### config.mk
export PLATFORM = sky130hd
export DESIGN_NAME = reg_write_arbiter
export DESIGN_NICKNAME = d
export VERILOG_FILES = /design/src/rtl/regarb_pkg.sv /design/src/rtl/reg_write_arbiter_shared_reg.sv /design/src/rtl/reg_write_arbiter.sv
export SDC_FILE = /design/constraint.sdc
export NUM_CORES = 1
export LEC_CHECK = 0
export ABC_AREA = 1
export CORE_MARGIN = 2
export CORE_UTILIZATION = 49
export CTS_CLUSTER_DIAMETER = 200
export DETAILED_ROUTE_END_ITERATION = 8
export PLACE_DENSITY = 0.83
export RECOVER_POWER = 100
export SLEW_MARGIN = 20
export SYNTH_ARGS = -nofsm -noshare
export SYNTH_HDL_FRONTEND = slang
export SYNTH_HIERARCHICAL = 1
export SYNTH_SLANG_ARGS = --single-unit
### constraint.sdc
create_clock -name CLK -period 1.6 [get_ports CLK]
set_input_delay 0.48 -clock CLK [delete_from_list [all_inputs] [get_ports CLK]]
set_output_delay 0.48 -clock CLK [all_outputs]
set_load 0.005 [all_outputs]
### src/rtl/regarb_pkg.sv
// ----------------------------------------------------------------------------
// regarb_pkg
// Shared types for the register write arbiter.
//   state_t      : arbiter FSM states (IDLE / WRITE / ACK)
//   req_id_t     : requester id, 1 bit (0 = requester 0, 1 = requester 1)
//   pick_winner  : arbitration decision for one IDLE cycle
// Configuration macro: REGARB_FIXED_PRIO_EN
//   defined   -> requester 0 always wins a tie, last-served pointer ignored
//   undefined -> round-robin: on a tie the requester not served last wins
// ----------------------------------------------------------------------------
package regarb_pkg;

    typedef enum logic [1:0] {
        ST_IDLE  = 2'd0,
        ST_WRITE = 2'd1,
        ST_ACK   = 2'd2
    } state_t;

    typedef logic req_id_t;

    // Winner for the current request pair; only meaningful when r0 | r1.
    function automatic req_id_t pick_winner(
        input logic    r0,
        input logic    r1,
        input req_id_t last
    );
        req_id_t win;
        if (r0 && r1) begin
`ifdef REGARB_FIXED_PRIO_EN
            win = 1'b0;
`else
            win = ~last;
`endif
        end else if (r1) begin
            win = 1'b1;
        end else begin
            win = 1'b0;
        end
        return win;
    endfunction

endpackage

### src/rtl/reg_write_arbiter_shared_reg.sv
// ----------------------------------------------------------------------------
// shared_reg
// WIDTH-bit storage register written by the arbiter.
// Priority: rst > clr > ld; otherwise the value is held.
// Ports:
//   clk  : clock
//   rst  : synchronous active-high reset (q -> 0)
//   ld   : load enable (q <= d)
//   clr  : synchronous clear (q -> 0)
//   d    : load data
//   q    : register contents
// ----------------------------------------------------------------------------
module shared_reg #(
    parameter int WIDTH = 8
) (
    input  logic             clk,
    input  logic             rst,
    input  logic             ld,
    input  logic             clr,
    input  logic [WIDTH-1:0] d,
    output logic [WIDTH-1:0] q
);

    // Storage register: reset/clear to zero, load on enable, else hold.
    always_ff @(posedge clk) begin
        if (rst) begin
            q <= {WIDTH{1'b0}};
        end else if (clr) begin
            q <= {WIDTH{1'b0}};
        end else if (ld) begin
            q <= d;
        end else begin
            q <= q;
        end
    end

endmodule

### src/rtl/reg_write_arbiter.sv
// ----------------------------------------------------------------------------
// reg_write_arbiter
// Arbitrates two level-held write requests onto one shared register.
// Each transaction: IDLE (sample) -> WRITE (grant, load at end) -> ACK
// (one-cycle ack, update last-served) -> IDLE.
// Ports:
//   CLK        : clock, rising edge
//   RES        : synchronous active-high reset (aborts any transaction)
//   req0/req1  : write requests, held until the matching ack
//   d0/d1      : write data of requester 0 / 1
//   clr        : clear of the shared register, honoured only in IDLE
//   gnt0/gnt1  : registered grant, high during WRITE for the winner
//   ack0/ack1  : registered one-cycle completion pulse during ACK
//   Q          : shared register contents
//   busy       : high whenever the FSM is not in IDLE
// Configuration macro: REGARB_FIXED_PRIO_EN (fixed priority to requester 0
// on ties instead of round-robin; see regarb_pkg::pick_winner).
// ----------------------------------------------------------------------------
module reg_write_arbiter
    import regarb_pkg::*;
#(
    parameter int WIDTH = 8
) (
    input  logic             CLK,
    input  logic             RES,
    input  logic             req0,
    input  logic             req1,
    input  logic [WIDTH-1:0] d0,
    input  logic [WIDTH-1:0] d1,
    input  logic             clr,
    output logic             gnt0,
    output logic             gnt1,
    output logic             ack0,
    output logic             ack1,
    output logic [WIDTH-1:0] Q,
    output logic             busy
);

    state_t           r_state;
    state_t           w_state_nxt;
    req_id_t          r_win;
    req_id_t          r_last;
    logic [WIDTH-1:0] r_data;
    logic             r_gnt0;
    logic             r_gnt1;
    logic             r_ack0;
    logic             r_ack1;
    logic             r_busy;

    req_id_t          w_win_sel;
    logic             w_start;
    logic             w_sr_clr;
    logic             w_sr_ld;
    logic             w_gnt0_nxt;
    logic             w_gnt1_nxt;
    logic             w_ack0_nxt;
    logic             w_ack1_nxt;

    // State register.
    always_ff @(posedge CLK) begin
        if (RES) begin
            r_state <= ST_IDLE;
        end else begin
            r_state <= w_state_nxt;
        end
    end

    // Next-state logic; clr in IDLE wins over requests and keeps us in IDLE.
    always_comb begin
        w_state_nxt = r_state;
        case (r_state)
            ST_IDLE: begin
                if (!clr && (req0 || req1)) begin
                    w_state_nxt = ST_WRITE;
                end else begin
                    w_state_nxt = ST_IDLE;
                end
            end
            ST_WRITE: w_state_nxt = ST_ACK;
            ST_ACK:   w_state_nxt = ST_IDLE;
            default:  w_state_nxt = ST_IDLE;
        endcase
    end

    // Output/enable decode; grant and ack values are next-cycle values
    // that get registered below so they line up with WRITE and ACK.
    always_comb begin
        w_win_sel  = pick_winner(req0, req1, r_last);
        w_start    = 1'b0;
        w_sr_clr   = 1'b0;
        w_sr_ld    = 1'b0;
        w_gnt0_nxt = 1'b0;
        w_gnt1_nxt = 1'b0;
        w_ack0_nxt = 1'b0;
        w_ack1_nxt = 1'b0;
        case (r_state)
            ST_IDLE: begin
                if (clr) begin
                    w_sr_clr = 1'b1;
                end else if (req0 || req1) begin
                    w_start    = 1'b1;
                    w_gnt0_nxt = (w_win_sel == 1'b0);
                    w_gnt1_nxt = (w_win_sel == 1'b1);
                end else begin
                    w_start = 1'b0;
                end
            end
            ST_WRITE: begin
                w_sr_ld    = 1'b1;
                w_ack0_nxt = (r_win == 1'b0);
                w_ack1_nxt = (r_win == 1'b1);
            end
            ST_ACK: begin
                w_start = 1'b0;
            end
            default: begin
                w_start = 1'b0;
            end
        endcase
    end

    // Transaction bookkeeping and registered outputs.
    always_ff @(posedge CLK) begin
        if (RES) begin
            r_win  <= 1'b0;
            r_last <= 1'b1;
            r_data <= {WIDTH{1'b0}};
            r_gnt0 <= 1'b0;
            r_gnt1 <= 1'b0;
            r_ack0 <= 1'b0;
            r_ack1 <= 1'b0;
            r_busy <= 1'b0;
        end else begin
            if (w_start) begin
                r_win  <= w_win_sel;
                r_data <= (w_win_sel == 1'b1) ? d1 : d0;
            end else begin
                r_win  <= r_win;
                r_data <= r_data;
            end
            if (r_state == ST_ACK) begin
                r_last <= r_win;
            end else begin
                r_last <= r_last;
            end
            r_gnt0 <= w_gnt0_nxt;
            r_gnt1 <= w_gnt1_nxt;
            r_ack0 <= w_ack0_nxt;
            r_ack1 <= w_ack1_nxt;
            r_busy <= (w_state_nxt != ST_IDLE);
        end
    end

    shared_reg #(
        .WIDTH (WIDTH)
    ) u_shared_reg (
        .clk (CLK),
        .rst (RES),
        .ld  (w_sr_ld),
        .clr (w_sr_clr),
        .d   (r_data),
        .q   (Q)
    );

    assign gnt0 = r_gnt0;
    assign gnt1 = r_gnt1;
    assign ack0 = r_ack0;
    assign ack1 = r_ack1;
    assign busy = r_busy;

endmodule
=== After elaboration in Yosys (flattened, before gate mapping) ===
Cells that the tools add are included.

* Flip-flop bits (word level): 25
* Input port bits: 21
* Output and inout bits: 13
* Logic and storage cells: 38

* Equal/unequal tests: 2
* Multiplexer cells: 11
* Bitwise gates (word level): 6
* Reductions and logical operators: 9

{| class="wikitable"
|+ Operators with widths
! kind !! number
|-
| $mux 1 || 9
|-
| $mux 8 || 1
|-
| $not 1->1 || 6
|-
| $pmux 2 s2 || 1
|-
| $reduce_or 2->1 || 2
|-
| $reduce_or 4->1 || 1
|-
| $eq 2x1->1 const B || 1
|-
| $eq 2x2->1 const B || 1
|-
| $logic_and 1x1->1 || 2
|-
| $logic_not 2->1 || 1
|-
| $reduce_bool 2->1 || 1
|-
| $logic_not 1->1 || 1
|-
| $logic_or 1x1->1 || 1
|}

=== Logic depth before layout (Yosys ltp) ===
Gate-level depths: netlist (run 1).

* Word-level depth: 5
* Depth in mapped cells: 8
* Mapped depth without buffers: 6

=== By module ===
Netlist (run 1), hierarchy kept.

{| class="wikitable"
|+ Modules (own cells, without submodules)
! module !! times used !! cells each !! area each (um^2)
|-
| reg_write_arbiter || 1 || 99 || 754.5
|-
| shared_reg || 1 || 51 || 357.8
|}

=== Worst setup path before layout (run 1) ===
Ideal clock, no wire load.

* Path kind: input to register
* Start: input port clr
* End: register u_shared_reg.q[5]
* Arrival time: 1120 ps
* Data required time: 1487 ps
* Slack: 368 ps
* Cell stages on the path: 5
* Buffers on the path: 0
* Cell sequence: inv_1 > nor3_1 > nor2_8 > nand2_1 > nor2_1

* Cells in the longest elaborated chain, start to end: 3

{| class="wikitable"
|+ RTL lines
! element !! line !! source
|-
| start, declared || reg_write_arbiter.sv:30 || <nowiki>input logic clr,</nowiki>
|-
| $mux 1 || reg_write_arbiter.sv:98 || <nowiki>if (clr) begin</nowiki>
|-
| $mux 1 || reg_write_arbiter.sv:96 || <nowiki>case (r_state)</nowiki>
|-
| via w_sr_clr || reg_write_arbiter.sv:52 || <nowiki>logic w_sr_clr;</nowiki>
|-
| $reduce_or 2->1 (no source line) || -- ||
|-
| end signal, assigned || reg_write_arbiter_shared_reg.sv:27 || <nowiki>q <= {WIDTH{1'b0}};</nowiki>
|-
| end signal, assigned || reg_write_arbiter_shared_reg.sv:29 || <nowiki>q <= {WIDTH{1'b0}};</nowiki>
|-
| end signal, assigned || reg_write_arbiter_shared_reg.sv:33 || <nowiki>q <= q;</nowiki>
|-
| end, declared || reg_write_arbiter_shared_reg.sv:21 || <nowiki>output logic [WIDTH-1:0] q</nowiki>
|}

The timed path passes the listed nets, and every way through them passes these cells.
A chain may end at the register's enable or synchronous reset.

=== Worst setup path in the final report (run 1) ===
* Start: input port RES
* End: register r_ack0 (netlist: ack0)

* Cells in the longest elaborated chain, start to end: 1

{| class="wikitable"
|+ RTL lines
! element !! line !! source
|-
| start, declared || reg_write_arbiter.sv:25 || <nowiki>input logic RES,</nowiki>
|-
| $reduce_or 2->1 (no source line) || -- ||
|-
| end signal, assigned || reg_write_arbiter.sv:148 || <nowiki>r_ack0 <= w_ack0_nxt;</nowiki>
|-
| end, declared || reg_write_arbiter.sv:46 || <nowiki>logic r_ack0;</nowiki>
|}

No other way between the ends.

==> flow_summary.ini, run 1 <==
[route]
drt-total-wl_um = 2067
first_pass_iters = 4
num_vias = 981
wire_per_inst_um = 9.438
antenna_left = 0
vias_per_cell = 4.479
drcViolationCount = 0
dr.first_iter.drc_count = 11

[floorplan]
fp.dieH_um = 51.65
io_pins = 34
die-area_um2 = 2667
core_area_um2 = 2170
core.rowCount = 17
die_w_um = 51.65
start_util_pct = 51.27

[synthesis]
ys_seq_elements = 25
synthCells = 150
synthesis.area_um2 = 1112
ys_seq_area_share_pct = 44.99
ys_warn_count = 6
syn_nets = 171
synth.avg_cell_area_um2 = 7.415
yosysUniqueCellTypes = 18

[placement]
dp_slack_ps = -56.91
io_buffers = 33
gp_congestion = 0.7514
place_hpwl_um = 1629
dp_cells = 215
dpl_cell_area_um2 = 1504

[grt]
overflow = 0
grt_pass1_wl_um = 3601
grt_max_degree = 18
grt_usage_pct = 18.12
grt_antenna_before_repair = 0
grt_pass1_vias = 885

[sta]
drv_slew = 0
max_slew.worst_pin.slew_ps = 408.2
setup_violations = 0
fin_ws_ps = 192.1
min_period_ps = 1408
grt_setup_unrepaired = no
fmax_mhz = 710.3
tns_ps = 0
skew_ps = 5.125
fin_crit_sh_pct = 88.00
hold_viol_final = 0
slew_headroom_pct = 72.79

[clock_network]
clkLatencyLatePin_ps = 310
clock_path_buffers = 2
root_buffer = clkbuf_4
cts_tree = done
clk_pin_slew_ps = 130
numCtsBuffers = 3
cts.sinks = 25
cts_max_level = 1
postCtsSetupBuffers = 0

[pwr]
pwr_density_cell_nw_per_um2 = 777.2
netSwitchingFraction_pct = 25.89
comb_power_share_pct = 19.2
power_mw = 1.169
p_clk_share_pct = 23.5
intPower_uw = 866.2
max-vdd-ir-drop_mv = 0.5049
p_seq_share_pct = 57.3
netSwitchingPower_uw = 302.6
p_leak_nw = 0.7644

[cells_and_area]
instances_no_fill = 219
drive_gt1_share_pct = 14.14
final_area_um2 = 1504
layout_common_cells = 47 x nand2_1, 24 x dfxtp_1, 20 x nor2_1, 18 x clkdlybuf4s50_1, 17 x nand3_1
nNetsFinal = 213
final_common_cell = nand2_1
nFillCells = 201
diodes = 0
area_growth_pct = 35.21

[worst_setup_path]
cp-end-kind = flip-flop
path_max_fanout = 10
r2r-start = r_state[0]
crit_required_ps = 1850
critPathLaunch = RES
r2r-end = ack0
crit_arrival_ps = 1660
reg2reg_slack_ps = 450
criticalPathCategory = in2reg
reg2regPathDepth = 5
crit_path_start_kind = primary input

[worst_hold_path]
timing.hold.worst.start = u_shared_reg/q[4]
whs_path_depth = 2
min_path_type = reg2reg
holdPathEnd = u_shared_reg/q[4]

[run_status]
run_status = finished, final reports clean

[job]
drv_cap = 0
## metrics by stage
stage | utilization, % | hold WS [ps]
floorplan | - | 413.7
global placement | 69.32 | 430.2
detailed placement | 69.32 | 458.6
CTS | 70.36 | 470.0
global route | 69.32 | 495.4
finish | 69.32 | 477.2
## how the worst max path moves through the flow
stage                         to  slack [ps]
2_1_floorplan  u_shared_reg/q[5]         370
3_3_place_gp           r_data[5]         -30
3_5_place_dp           r_data[7]         -60
5_1_grt                     ack0         100
4_1_cts                     gnt1         210
6_report                    ack0         190
## critical path, cell delays in order
cell	delay (ps)
clkdlybuf4s50_1	420
inv_1	80
clkbuf_1	340
nand2_1	190
nor2_1	150
## power by group through the flow
stage                     registers, mW  clock network, mW  logic, mW
after floorplan                   0.683                  0      0.132
after global placement            0.683                  0      0.234
after detailed placement          0.684                  0      0.238
after CTS                         0.672              0.281      0.230
after global routing              0.674              0.304      0.252
final                             0.670              0.274      0.224
## repair_timing
| item | in CTS | in global routing |
|---|---|---|
| gates resized for setup | 23 | 0 |
| hold buffers | 0 | 0 |
| endpoints found under the setup margin | 13 | 0 |
## synth_stat cells, drive strengths merged
master / number / area [um2]
nand2: 58 / 260.3
dfxtp: 25 / 500.5
nor2: 23 / 117.6
inv: 18 / 70.07
nand3: 18 / 95.09
buf: 5 / 53.79
a21oi: 1 / 5.000
nor3: 1 / 5.000
o21ai: 1 / 5.000
## cell families (layout without fill, tap and decap cells)
logic type      count (synthesis)  after routing  share of synthesized area, %
flops                          25             25                         44.99
compound gates                  2              2                        0.8990
buf+inv                        23             64                         11.14
simple gates                  100            100                         42.97
## per-layer routing
layer / global-route usage [%] / routed length, um
met4: 8.772 / 36
met2: 30.13 / 964
met3: 3.736 / 132
met5: 0 / 0
met1: 22.26 / 933
## state kept, by name, indices dropped and copies added (netlist names)
signal and flops:
r_win 1, r_data 8, ack1 1, r_last 1, u_shared_reg/q 8, gnt0 1, r_state 2, busy 1
ack0 1, gnt1 1
## area by class of cell
class	count	area, um2	area share, %
inverters	18	70.07	4.659
clock buffers	4	26.28	1.747
flip-flops and latches	25	501.7	33.36
multi-input cells	102	488.0	32.45
well taps	28	35.03	2.329
repair buffers	42	382.9	25.46
Note: power is estimated with default switching activity, not from simulation.
==> run 2: changes to the inputs <==
Settings changed: CTS_CLUSTER_SIZE from default to 16, SETUP_SLACK_MARGIN from default to 0.02.
==> results of run 2 <==
Same layout as run 1: the final DEF is identical, and so are final timing and power.
